--- config.mk ---
export PLATFORM = sky130hd
export DESIGN_NAME = spi_xfer_engine
export DESIGN_NICKNAME = d
export VERILOG_FILES = /design/src/rtl/spi_xfer_engine.sv
export SDC_FILE = /design/constraint.sdc
export NUM_CORES = 1
export LEC_CHECK = 0
export ABC_AREA = 1
export ABC_CLOCK_PERIOD_IN_PS = 2500
export CORE_UTILIZATION = 50
export DETAILED_ROUTE_END_ITERATION = 8
export GPL_TIMING_DRIVEN = 0
export PLACE_DENSITY = 0.81
export RECOVER_POWER = 50
export SYNTH_ARGS = -nofsm -noshare
export SYNTH_HDL_FRONTEND = slang
export SYNTH_SLANG_ARGS = --single-unit
--- constraint.sdc ---
create_clock -name clk -period 2.5 [get_ports clk]
set_input_delay 0.5 -clock clk [delete_from_list [all_inputs] [get_ports clk]]
set_output_delay 0.5 -clock clk [all_outputs]
set_load 0.05 [all_outputs]
--- src/rtl/spi_xfer_engine.sv ---
// spi_xfer_engine: byte-command transfer engine driving spiflash-style SPI/QSPI pins.
// Define SPI_XFER_DDR_EN to compile the DDR write/read (DWR/DRD) datapath.
module spi_xfer_engine #(
    parameter int CLK_DIV = 2,
    parameter int DUMMY_W = 4
) (
    input  logic       clk,
    input  logic       resetn,
    input  logic       cmd_valid,
    output logic       cmd_ready,
    input  logic [2:0] cmd_op,
    input  logic [7:0] cmd_data,
    output logic       rsp_valid,
    output logic [7:0] rsp_data,
    output logic       cmd_err,
    output logic       flash_csb,
    output logic       flash_clk,
    output logic [3:0] flash_io_oe,
    output logic [3:0] flash_io_do,
    input  logic [3:0] flash_io_di
);

    localparam logic [2:0] OP_BEGIN = 3'd0;
    localparam logic [2:0] OP_END   = 3'd1;
    localparam logic [2:0] OP_SPI   = 3'd2;
    localparam logic [2:0] OP_QWR   = 3'd3;
    localparam logic [2:0] OP_QRD   = 3'd4;
    localparam logic [2:0] OP_DWR   = 3'd5;
    localparam logic [2:0] OP_DRD   = 3'd6;
    localparam logic [2:0] OP_DUMMY = 3'd7;

    localparam int            CW         = (CLK_DIV > 1) ? $clog2(CLK_DIV) : 1;
    localparam logic [CW-1:0] DIV_LAST   = CW'(CLK_DIV - 1);
    localparam logic [7:0]    DUMMY_MASK = 8'((1 << DUMMY_W) - 1);

    typedef enum logic [2:0] {
        IDLE,
        GUARD,
        PH_LO,
        PH_HI,
        DONE
    } state_t;

    state_t        state_q;
    logic [CW-1:0] div_cnt_q;
    logic [7:0]    nclk_q;
    logic          end2_q;
    logic          cmd_ready_q;
    logic          rsp_valid_q;
    logic [7:0]    rsp_data_q;
    logic          cmd_err_q;
    logic          csb_q;
    logic          fclk_q;
    logic [3:0]    oe_q;
    logic [3:0]    do_q;

    logic [2:0]    op_q;
    logic [7:0]    tx_q;
    logic [7:0]    rx_q;

    logic          accept;
    logic          div_last;
    logic          drd_trail;
    logic          is_read;
    logic          sample;
    logic [7:0]    rx_d;
    logic [7:0]    nclk_d;
    logic [3:0]    oe_d;
    logic [3:0]    do_d;
    state_t        first_st_d;
    logic          op_unsup_d;

    assign accept   = (state_q == IDLE) && cmd_ready_q && cmd_valid;
    assign div_last = (div_cnt_q == DIV_LAST);

`ifdef SPI_XFER_DDR_EN
    assign drd_trail = (op_q == OP_DRD);
`else
    assign drd_trail = 1'b0;
`endif

    assign is_read = (op_q == OP_SPI) || (op_q == OP_QRD) || drd_trail;
    // Reads sample in the last cycle of the high half; DRD also in its trailing low half.
    assign sample  = div_last && (((state_q == PH_HI) && is_read) ||
                                  ((state_q == PH_LO) && drd_trail));
    assign rx_d    = (op_q == OP_SPI) ? {rx_q[6:0], flash_io_di[1]}
                                      : {rx_q[3:0], flash_io_di};

    always_comb begin
        nclk_d     = 8'd8;
        oe_d       = 4'b0000;
        do_d       = do_q;
        first_st_d = PH_LO;
        op_unsup_d = 1'b0;
        case (cmd_op)
            OP_SPI: begin
                oe_d = 4'b0001;
                do_d = {3'b000, cmd_data[7]};
            end
            OP_QWR: begin
                nclk_d = 8'd2;
                oe_d   = 4'b1111;
                do_d   = cmd_data[7:4];
            end
            OP_QRD: nclk_d = 8'd2;
`ifdef SPI_XFER_DDR_EN
            OP_DWR: begin
                nclk_d = 8'd1;
                oe_d   = 4'b1111;
                do_d   = cmd_data[7:4];
            end
            OP_DRD: begin
                nclk_d     = 8'd1;
                first_st_d = PH_HI;
            end
`else
            OP_DWR, OP_DRD: op_unsup_d = 1'b1;
`endif
            OP_DUMMY: nclk_d = cmd_data & DUMMY_MASK;
            default: ;
        endcase
    end

    always_ff @(posedge clk) begin
        if (accept) begin
            op_q <= cmd_op;
            tx_q <= cmd_data;
        end else if ((state_q == PH_HI) && div_last && (op_q == OP_SPI)) begin
            tx_q <= {tx_q[6:0], tx_q[7]};
        end
        if (sample) begin
            rx_q <= rx_d;
        end
    end

    always_ff @(posedge clk) begin
        if (!resetn) begin
            state_q     <= IDLE;
            div_cnt_q   <= '0;
            nclk_q      <= 8'd0;
            end2_q      <= 1'b0;
            cmd_ready_q <= 1'b0;
            rsp_valid_q <= 1'b0;
            rsp_data_q  <= 8'h00;
            cmd_err_q   <= 1'b0;
            csb_q       <= 1'b1;
            fclk_q      <= 1'b0;
            oe_q        <= 4'b0000;
            do_q        <= 4'b0000;
        end else begin
            rsp_valid_q <= 1'b0;
            case (state_q)
                IDLE: begin
                    if (!cmd_ready_q) begin
                        cmd_ready_q <= 1'b1;
                    end else if (cmd_valid) begin
                        cmd_ready_q <= 1'b0;
                        div_cnt_q   <= '0;
                        end2_q      <= 1'b0;
                        state_q     <= DONE;
                        case (cmd_op)
                            OP_BEGIN: begin
                                if (csb_q) begin
                                    csb_q   <= 1'b0;
                                    state_q <= GUARD;
                                end
                            end
                            OP_END: begin
                                if (!csb_q) state_q <= GUARD;
                            end
                            default: begin
                                if (csb_q || op_unsup_d) begin
                                    cmd_err_q <= 1'b1;
                                end else begin
                                    oe_q   <= oe_d;
                                    do_q   <= do_d;
                                    nclk_q <= nclk_d;
                                    if (nclk_d != 8'd0) begin
                                        state_q <= first_st_d;
                                        fclk_q  <= (first_st_d == PH_HI);
                                    end
                                end
                            end
                        endcase
                    end
                end

                // END holds CS low for one guard period, then high for a second one.
                GUARD: begin
                    if (div_last) begin
                        div_cnt_q <= '0;
                        if ((op_q == OP_END) && !end2_q) begin
                            end2_q <= 1'b1;
                            csb_q  <= 1'b1;
                            oe_q   <= 4'b0000;
                        end else begin
                            state_q <= DONE;
                        end
                    end else begin
                        div_cnt_q <= div_cnt_q + 1'b1;
                    end
                end

                PH_LO: begin
                    if (div_last) begin
                        div_cnt_q <= '0;
                        state_q   <= PH_HI;
                        fclk_q    <= 1'b1;
`ifdef SPI_XFER_DDR_EN
                        if (op_q == OP_DWR) do_q <= tx_q[3:0];
                        if (op_q == OP_DRD) begin
                            state_q     <= DONE;
                            fclk_q      <= 1'b0;
                            rsp_valid_q <= 1'b1;
                            rsp_data_q  <= rx_d;
                        end
`endif
                    end else begin
                        div_cnt_q <= div_cnt_q + 1'b1;
                    end
                end

                PH_HI: begin
                    if (div_last) begin
                        div_cnt_q <= '0;
                        fclk_q    <= 1'b0;
                        nclk_q    <= nclk_q - 8'd1;
                        state_q   <= PH_LO;
                        if ((nclk_q == 8'd1) && !drd_trail) begin
                            state_q <= DONE;
                            if (is_read) begin
                                rsp_valid_q <= 1'b1;
                                rsp_data_q  <= rx_d;
                            end
                        end else if (op_q == OP_SPI) begin
                            do_q <= {3'b000, tx_q[6]};
                        end else if (op_q == OP_QWR) begin
                            do_q <= tx_q[3:0];
                        end
                    end else begin
                        div_cnt_q <= div_cnt_q + 1'b1;
                    end
                end

                DONE: begin
                    state_q     <= IDLE;
                    cmd_ready_q <= 1'b1;
                end

                default: state_q <= IDLE;
            endcase
        end
    end

    assign cmd_ready   = cmd_ready_q;
    assign rsp_valid   = rsp_valid_q;
    assign rsp_data    = rsp_data_q;
    assign cmd_err     = cmd_err_q;
    assign flash_csb   = csb_q;
    assign flash_clk   = fclk_q;
    assign flash_io_oe = oe_q;
    assign flash_io_do = do_q;

endmodule
Yosys cells after proc, flatten, opt, wreduce, memory -nomap -nowiden
Index checks and enable logic that the tools add are counted.
{"block": "classes", "add_sub_neg": 2, "bitwise_logic": 1, "n_eq_ne": 30, "n_mux": 65, "reduce_logical": 34}
{"cell": "2-to-1 mux 8 bit", "n": 8}
{"cell": "2-to-1 mux 4 bit", "n": 14}
{"cell": "case mux 4 bit (2 select lines)", "n": 5}
{"cell": "2-to-1 mux 3 bit", "n": 11}
{"cell": "inequality test 2 bit, second input constant", "n": 10}
{"cell": "2-to-1 mux 1 bit", "n": 19}
{"cell": "equality test 3 x 2 -> 1 bit, second input constant", "n": 6}
{"cell": "equality test 3 bit, second input constant", "n": 6}
{"cell": "AND reduction 6 bit", "n": 3}
{"cell": "case mux 8 bit (2 select lines)", "n": 1}
{"cell": "case mux 3 bit (4 select lines)", "n": 1}
{"cell": "AND reduction 5 bit", "n": 2}
{"cell": "nonzero test 2 bit", "n": 5}
{"cell": "equality test 3 x 1 -> 1 bit, second input constant", "n": 3}
{"cell": "AND reduction 9 bit", "n": 1}
{"cell": "equality test 8 x 1 -> 1 bit, second input constant", "n": 1}
{"cell": "case mux 1 bit (2 select lines)", "n": 4}
{"cell": "AND reduction 4 bit", "n": 2}
{"cell": "AND reduction 8 bit", "n": 1}
{"cell": "nonzero test 8 bit", "n": 1}
{"cell": "subtractor 8 x 1 -> 8 bit, second input constant", "n": 1}
{"cell": "logical AND 1 bit", "n": 7}
{"cell": "AND reduction 7 bit", "n": 1}
{"cell": "logical NOT 3 bit", "n": 2}
{"cell": "other kinds (13)", "n": 17}
{"block": "totals", "out_inout_bits": 21, "wordCells": 147, "ff_bits": 52, "inputBits": 18}

Depth between registers and ports, before layout
Gate-level depths: netlist (run 1).
{"block": "logic_depth", "depth_word": 10, "depth_mapped": 11, "depth_no_buf": 10}

Least setup slack after synthesis (run 1)
Ideal clock, no wire load.
{"block": "synth_timing", "path_kind": "reg-to-reg", "startpoint": "reg cmd_ready_q (netlist: cmd_ready)", "endpoint": "reg tx_q[0] (enable)", "n_path_buf": 0, "period_less_slack_ns": 1.954, "arrival_ns": 1.570, "stages_incl_launch_ff": 5, "setup_time_ns": 0.384, "path_slack_ns": 0.546, "required_ns": 2.116, "cell_sequence": "dfxtp_1 nand2_1 nor2_4 clkinv_1 o21ai_0"}
{"block": "synth_between", "elab_chain_len": 3}
{"item": "start, declared", "line": "48", "rtl": "logic cmd_ready_q;"}
{"item": "start signal, assigned", "line": "142", "rtl": "cmd_ready_q <= 1'b0;"}
{"item": "start signal, assigned", "line": "155", "rtl": "cmd_ready_q <= 1'b1;"}
{"item": "start signal, assigned", "line": "157", "rtl": "cmd_ready_q <= 1'b0;"}
{"item": "logical AND 1 bit (2 in a row)", "line": "73", "rtl": "assign accept = (state_q == IDLE) && cmd_ready_q && cmd_valid;"}
{"item": "nonzero test 2 bit (no line)"}
{"item": "end signal, assigned", "line": "127", "rtl": "tx_q <= cmd_data;"}
{"item": "end signal, assigned", "line": "129", "rtl": "tx_q <= {tx_q[6:0], tx_q[7]};"}
{"item": "end, declared", "line": "58", "rtl": "logic [7:0] tx_q;"}
Every way passes these cells.
A chain may end at the register's enable or synchronous reset.

Worst setup path in the final report (run 1)
{"block": "layout_timing", "startpoint": "in cmd_op[2]", "endpoint": "reg nclk_q[7]"}
{"block": "layout_between", "elab_chain_len": 6, "elab_cells_between_ends": 11, "classes_between": "eq/ne (5); mux (1); reduce/logical (5)"}
{"item": "start, declared", "line": "11", "rtl": "input logic [2:0] cmd_op,"}
{"item": "equality test 3 bit", "line": "95", "rtl": "case (cmd_op)"}
{"item": "OR reduction 2 bit", "line": "95"}
{"item": "2-to-1 mux 1 bit", "line": "95"}
{"item": "logical OR 1 bit", "line": "172", "rtl": "if (csb_q || op_unsup_d) begin"}
{"item": "inequality test 2 bit (no line)"}
{"item": "AND reduction 6 bit (no line) *"}
{"item": "end signal, assigned", "line": "177", "rtl": "nclk_q <= nclk_d;"}
{"item": "end signal, assigned", "line": "227", "rtl": "nclk_q <= nclk_q - 8'd1;"}
{"item": "end, declared", "line": "46", "rtl": "logic [7:0] nclk_q;"}
Every way passes the cells marked *; elsewhere a longest branch is shown, timed or not.

==> results of run 1 <==
-- how the worst max path moves through the flow --
| stage | start | end | cells past startpoint |
|---|---|---|---|
| floorplan | cmd_ready$_SDFFE_PN0P_ | tx_q[0]$_DFFE_PP_ | 4 |
| global placement | cmd_valid | tx_q[4]$_DFFE_PP_ | 5 |
| detailed placement | cmd_valid | tx_q[3]$_DFFE_PP_ | 5 |
| CTS | op_q[2]$_DFFE_PP_ | tx_q[1]$_DFFE_PP_ | 4 |
| global route | state_q[2]$_SDFFE_PN0P_ | rsp_data[0]$_SDFFE_PN0P_ | 8 |
| finish | cmd_op[2] | nclk_q[7]$_SDFFE_PN0P_ | 10 |
-- power breakdown --
part           total [mW]  internal [mW]  switching, mW
Combinational       0.504          0.175          0.329
Sequential          0.938          0.903         0.0354
Clock               0.538          0.258          0.280
-- tightest hold or removal path, stage by stage, from the launching register on --
cell	delay, ns
dfxtp_1	0.32
nand2_1	0.06
a21oi_1	0.06
-- sequential cells by signal, indices dropped and copies added, names as in the netlist --
signal       count
cmd_err          1
cmd_ready        1
div_cnt_q        1
end2_q           1
flash_clk        1
flash_csb        1
flash_io_do      4
flash_io_oe      2
nclk_q           8
op_q             3
rsp_data         8
rsp_valid        1
rx_q             7
state_q          3
tx_q             8
-- cells by family after synthesis --
| group | Yosys count |
|---|---|
| muxes | 3 |
| buffers and inverters | 46 |
| adders and majority gates | 2 |
| AOI/OAI and AO/OA | 69 |
| xor gates and xnor gates | 6 |
| and+or+nand+nor | 153 |
| DFF | 50 |
-- through the flow --
step / power [mW] / hold WS (ns) / setup WS [ns] / cell area [um2] / cells
4_1_cts: 2.00 / 0.475 / 0.254 / 3190 / 442
2_1_floorplan: 1.33 / 0.444 / 0.546 / 2620 / 329
3_3_place_gp: 1.45 / 0.454 / 0.0861 / 3080 / 434
6_report: 1.98 / 0.478 / 0.223 / 3170 / 442
5_1_grt: 2.08 / 0.487 / 0.0966 / 3170 / 442
3_5_place_dp: 1.47 / 0.456 / 0.0979 / 3080 / 434
-- final cells by class --
cell class	instances	area (um2)	share of cell area (%)
Multi-Input combinational cell	233	1210	38.2
Sequential cell	50	1180	37.2
Timing Repair Buffer	38	380	12.0
Inverter	37	146	4.62
Clock buffer	6	93.8	2.96
Tap cell	67	83.8	2.64
Buffer	9	60.1	1.89
Clock inverter	2	15.0	0.473
-- placed cells by master (no fill, tap or decap), drive strengths merged --
cell type,n
o21ai,37
nand2,74
a211oi,2
nor2,50
edfxtp,18
xnor2,1
a21oi,25
xor2,5
clkinvlp,2
ha,2
dlygate4sd3,5
a31oi,1
clkdlybuf4s50,33
o211ai,1
o22ai,3
nand4,2
clkbuf,10
nand3,20
clkinv,3
buf,5
inv,34
mux2,2
nor3,7
dfxtp,32
mux2i,1
-- per-layer routing --
layer  global-route usage [%]  wire, um  vias up
met1                     27.8      2500     1023
met5                        0         0        -
met3                     4.34       288       14
met4                     8.39       126        0
met2                     38.9      2890       57
li1                         -         -     1171
==> results.cfg, run 1 <==
[final_layout]
area_growth_pct = 21.1
diodes = 0
utilization_pct = 65.0
fill_cells = 436
drive_gt1_share_pct = 13.3
layout.nets = 394

[routing]
drt-pass1-iter-count = 4
vias = 2265
drt-total-wl_mm = 5.81
avgViaCountPerCell = 5.12
drtIter0Drc = 141
detail_route.wl_per_cell_um = 13.1
post-route-drc-count = 0
detail-route-antenna-nets = 0

[sta]
min_period_ns = 2.28
rsz0062_at_grt = false
worstMarginPinSlew_ns = 1.11
slew_violations = 0
setup_viol = 0
clock_skew_ns = 0.00733
post-route-period-util_pct = 91.1
hold_violations = 0
setup_tns_ns = 0
maxSlewHeadroom_pct = 25.3
clock.fmax_ghz = 0.439

[worst_setup_path]
r2r_end = tx_q[5]$_DFFE_PP_
rr_startpoint = op_q[2]$_DFFE_PP_
start_kind = input port
critical_path.max_stage_delay_ns = 0.57
cp_cell_sequence = dlygate4sd3_1, clkbuf_1, nor2_1, nand2_1, o21ai_1, nor2_2, nand2_1, inv_1, nand3_1, a21oi_2
worstPathMaxFanout = 8
cp.required_ns = 2.68
critPathKind = input port to register
reg2reg_slack_ns = 0.29
path_common_cell = nand2_1
crit_family = buffers and inverters
rr_worst_depth = 4
cp_slowest_cell = dlygate4sd3_1
worst_setup_path_end_kind = register
crit_arrival_ns = 2.46
critical_path_buf_inv_count = 3

[pwr]
power_density_mw_per_mm2 = 624
power.leakage_nw = 1.29
peakVddDrop_mv = 0.305

[cts]
cts_tree = built
cts_sinks = 50
path_clk_slew_ns = 0.10
cts-root-buf = clkbuf_8
ctsHoldBuffers = 0
cts_setup_buffers = 0
clock_path_buffers = 2
cts_buffers = 5
post_cts_resized = 0
cts-htree-levels = 2
clkLatencyLatePin_ns = 0.31

[synthesis]
synthCells = 329
yosys.area.top_type = dfxtp_1
ys_top_cells_by_count = nand2_1 (61), nor2_1 (44), o21ai_0 (34)
synth_most_common_cell = nand2_1
synth_top_cell_area_share_pct = 24.5
synth_edf_count = 18
synth.ff_latch_count = 50
synth_top_family_by_area = simple AND/OR/NAND/NOR gates
synthTopCellsByArea = dfxtp_1 (24%), edfxtp_1 (21%), nand2_1 (8.7%)
synth_xor_xnor_area_share_pct = 2.01
synth-compound-area-share_pct = 14.9
netlist_area_mm2 = 0.00262
seq_area_frac_synth_pct = 45.1
synth_nets = 349
ys_async_sr_fraction_pct = 0
synth_mux_area_share_pct = 1.24
yosys.area_share.simple_pct = 27.8
synth_area_per_cell_um2 = 7.96
synthAdderAreaFrac_pct = 0.955
ys_warn_count = 0
synth_cell_types = 39
synthFlopType = dfxtp_1

[global_route]
grt_overflow = 0
grt_pass1_wl_mm = 9.45
grt_antenna_before_repair = 0
grt_max_degree = 17
grtUsageTotal_pct = 22.5
grt_pass1_vias = 2083

[min_path]
hold_path_class = register to register
hold_path_depth = 2
min_to = flash_clk$_SDFFE_PN0P_
hold_start = flash_clk$_SDFFE_PN0P_

[floorplanning]
fp.dieH_um = 74.4
rows = 25
die-width_um = 74.4
io-pin-count = 39
die-area_mm2 = 0.00553
coreArea_mm2 = 0.00488
initial_utilization_pct = 53.7

[place]
gp_congestion = 0.886
portBuffers = 38
dp_hpwl_mm = 4.35

[status]
status = complete, no violations

[run]
drv_cap = 0
No activity file was read; power rests on OpenSTA's default activity.
==> run 2, diff against run 1 <==
- CORE_ASPECT_RATIO: default -> 0.9
==> run 2 against run 1 <==
Net effect:
- hold slack got worse by 0.0053 ns
- maximum frequency rose by 6.3%
- count of clock-buffer cells in the layout fell by 1
- first-iteration DRC count rose by 23%
- global-route usage rose by 1.1 points
- cell count fell by 0.45%
- setup slack improved by 0.13 ns
- cell area fell by 0.20%
- non-clock buffer count did not move
- critical path depth fell by 6
- critical endpoint is now tx_q[1]$_DFFE_PP_
- largest cell class unchanged
==> results.cfg, run 2 (synthesized netlist as in run 1, its figures left out) <==
[status]
status = complete, no violations

[cts]
cts_tree = built
clock_path_buffers = 2
clkLatencyLatePin_ns = 0.32
cts_sinks = 50
path_clk_slew_ns = 0.11
cts_buffers = 5
ctsHoldBuffers = 0
cts-root-buf = clkbuf_8
cts-htree-levels = 2

[routing]
detail_route.wl_per_cell_um = 13.2
drtIter0Drc = 174
avgViaCountPerCell = 5.25
vias = 2312
post-route-drc-count = 0
drt-total-wl_mm = 5.82
drt-pass1-iter-count = 4
detail-route-antenna-nets = 0

[final_layout]
layout.nets = 394
layout_commonest_cell = nand2_1
area_growth_pct = 20.8
instances_no_fill = 440
diodes = 0
drive_gt1_share_pct = 13.3
layout_common_cells = nand2_1 (63), nor2_1 (44), o21ai_0 (34)

[place]
dp_hpwl_mm = 4.38
place_ws_ns = 0.0627
place_inst = 432
portBuffers = 38
gp_congestion = 0.876

[sta]
rsz0062_at_grt = false
slew_violations = 0
clock.fmax_ghz = 0.467
setup_viol = 0
setup_tns_ns = 0
maxSlewHeadroom_pct = 50.5
worstMarginPinSlew_ns = 0.738
timing.final.ws_setup_ns = 0.357
min_period_ns = 2.14
hold_violations = 0
clock_skew_ns = 0.0120
post-route-period-util_pct = 85.7

[global_route]
grt_overflow = 0
grt_antenna_before_repair = 0
grt_pass1_vias = 2216
grt_max_degree = 19
grt_pass1_wl_mm = 10.2
grtUsageTotal_pct = 23.6

[pwr]
power_density_mw_per_mm2 = 622
power.leakage_nw = 1.28
peakVddDrop_mv = 0.404

[floorplanning]
die-width_um = 78.3
rows = 24
die-area_mm2 = 0.00553
coreArea_mm2 = 0.00495
initial_utilization_pct = 52.9
io-pin-count = 39
fp.dieH_um = 70.7

[worst_setup_path]
cp_slowest_cell = o21ai_1
cp_cell_sequence = nor2_1, nand2_1, clkbuf_1, o21ai_1
rr_worst_depth = 4
cp.required_ns = 2.45
worst_setup_path_end_kind = register
critical_path_buf_inv_count = 1
start_kind = register
worstPathMaxFanout = 10
critical_path.max_stage_delay_ns = 0.65
crit_family = compound AO/OA/AOI/OAI gates
critPathKind = register to register
cp.depth = 4
crit_arrival_ns = 2.10

[min_path]
hold_path_class = register to register
hold_path_depth = 2

[run]
drv_cap = 0
[run 2: cell types whose count changed in the layout (fill, tap and decap cells not counted), sizes merged]
| cell | previous run | this run |
|---|---|---|
| buf | 5 | 4 |
| clkinv | 3 | 4 |
| clkinvlp | 2 | 0 |
| inv | 34 | 36 |
[run 2: worst paths after layout]
kind | startpoint | endpoint | slack [ns]
max | op_q[2]$_DFFE_PP_ | tx_q[1]$_DFFE_PP_ | 0.36
min | flash_clk$_SDFFE_PN0P_ | flash_clk$_SDFFE_PN0P_ | 0.47
max reg2reg | op_q[2]$_DFFE_PP_ | tx_q[1]$_DFFE_PP_ | 0.36
min reg2reg | flash_clk$_SDFFE_PN0P_ | flash_clk$_SDFFE_PN0P_ | 0.47
[run 2: per-layer routing]
| metal | wire [um] | vias to the layer above | global-route usage (%) |
|---|---|---|---|
| met5 | 0 | - | 0 |
| met2 | 2860 | 56 | 41.8 |
| met1 | 2630 | 1074 | 29.8 |
| met3 | 276 | 7 | 4.00 |
| met4 | 61 | 0 | 6.17 |
| li1 | - | 1175 | - |
[run 2: tightest hold or removal path: stages, from the launching register on]
cell and delay (ns):
dfxtp_1 0.32, nand2_1 0.06, a21oi_1 0.05
[run 2: repair_timing]
action                                  4_1_cts  5_1_grt
gates resized for setup                       0        1
endpoints found under the setup margin        0        8
setup buffers                                 0        0
[run 2: area by class of cell]
cell class	instances	area (um2)
Timing Repair Buffer	38	380
Clock buffer	5	68.8
Fill cell	434	1790
Clock inverter	3	28.8
Multi-Input combinational cell	233	1220
Sequential cell	50	1180
Buffer	9	58.8
Inverter	37	146
Tap cell	65	81.3
[run 2: where the power goes]
part,internal [mW],total (mW),switching (mW)
Clock,0.210,0.517,0.307
Sequential,0.903,0.937,0.0349
Combinational,0.176,0.515,0.339
[run 2: stage by stage]
stage | area (um2) | utilization (%) | hold WS [ns] | power, mW
final | 3170 | 63.9 | 0.473 | 1.97
after global routing | 3170 | 63.9 | 0.503 | 2.07
after CTS | 3180 | 64.2 | 0.476 | 1.98
after detailed placement | 3080 | 62.2 | 0.460 | 1.47
after global placement | 3080 | 62.2 | 0.453 | 1.46
after floorplan | 2620 | - | 0.444 | 1.33
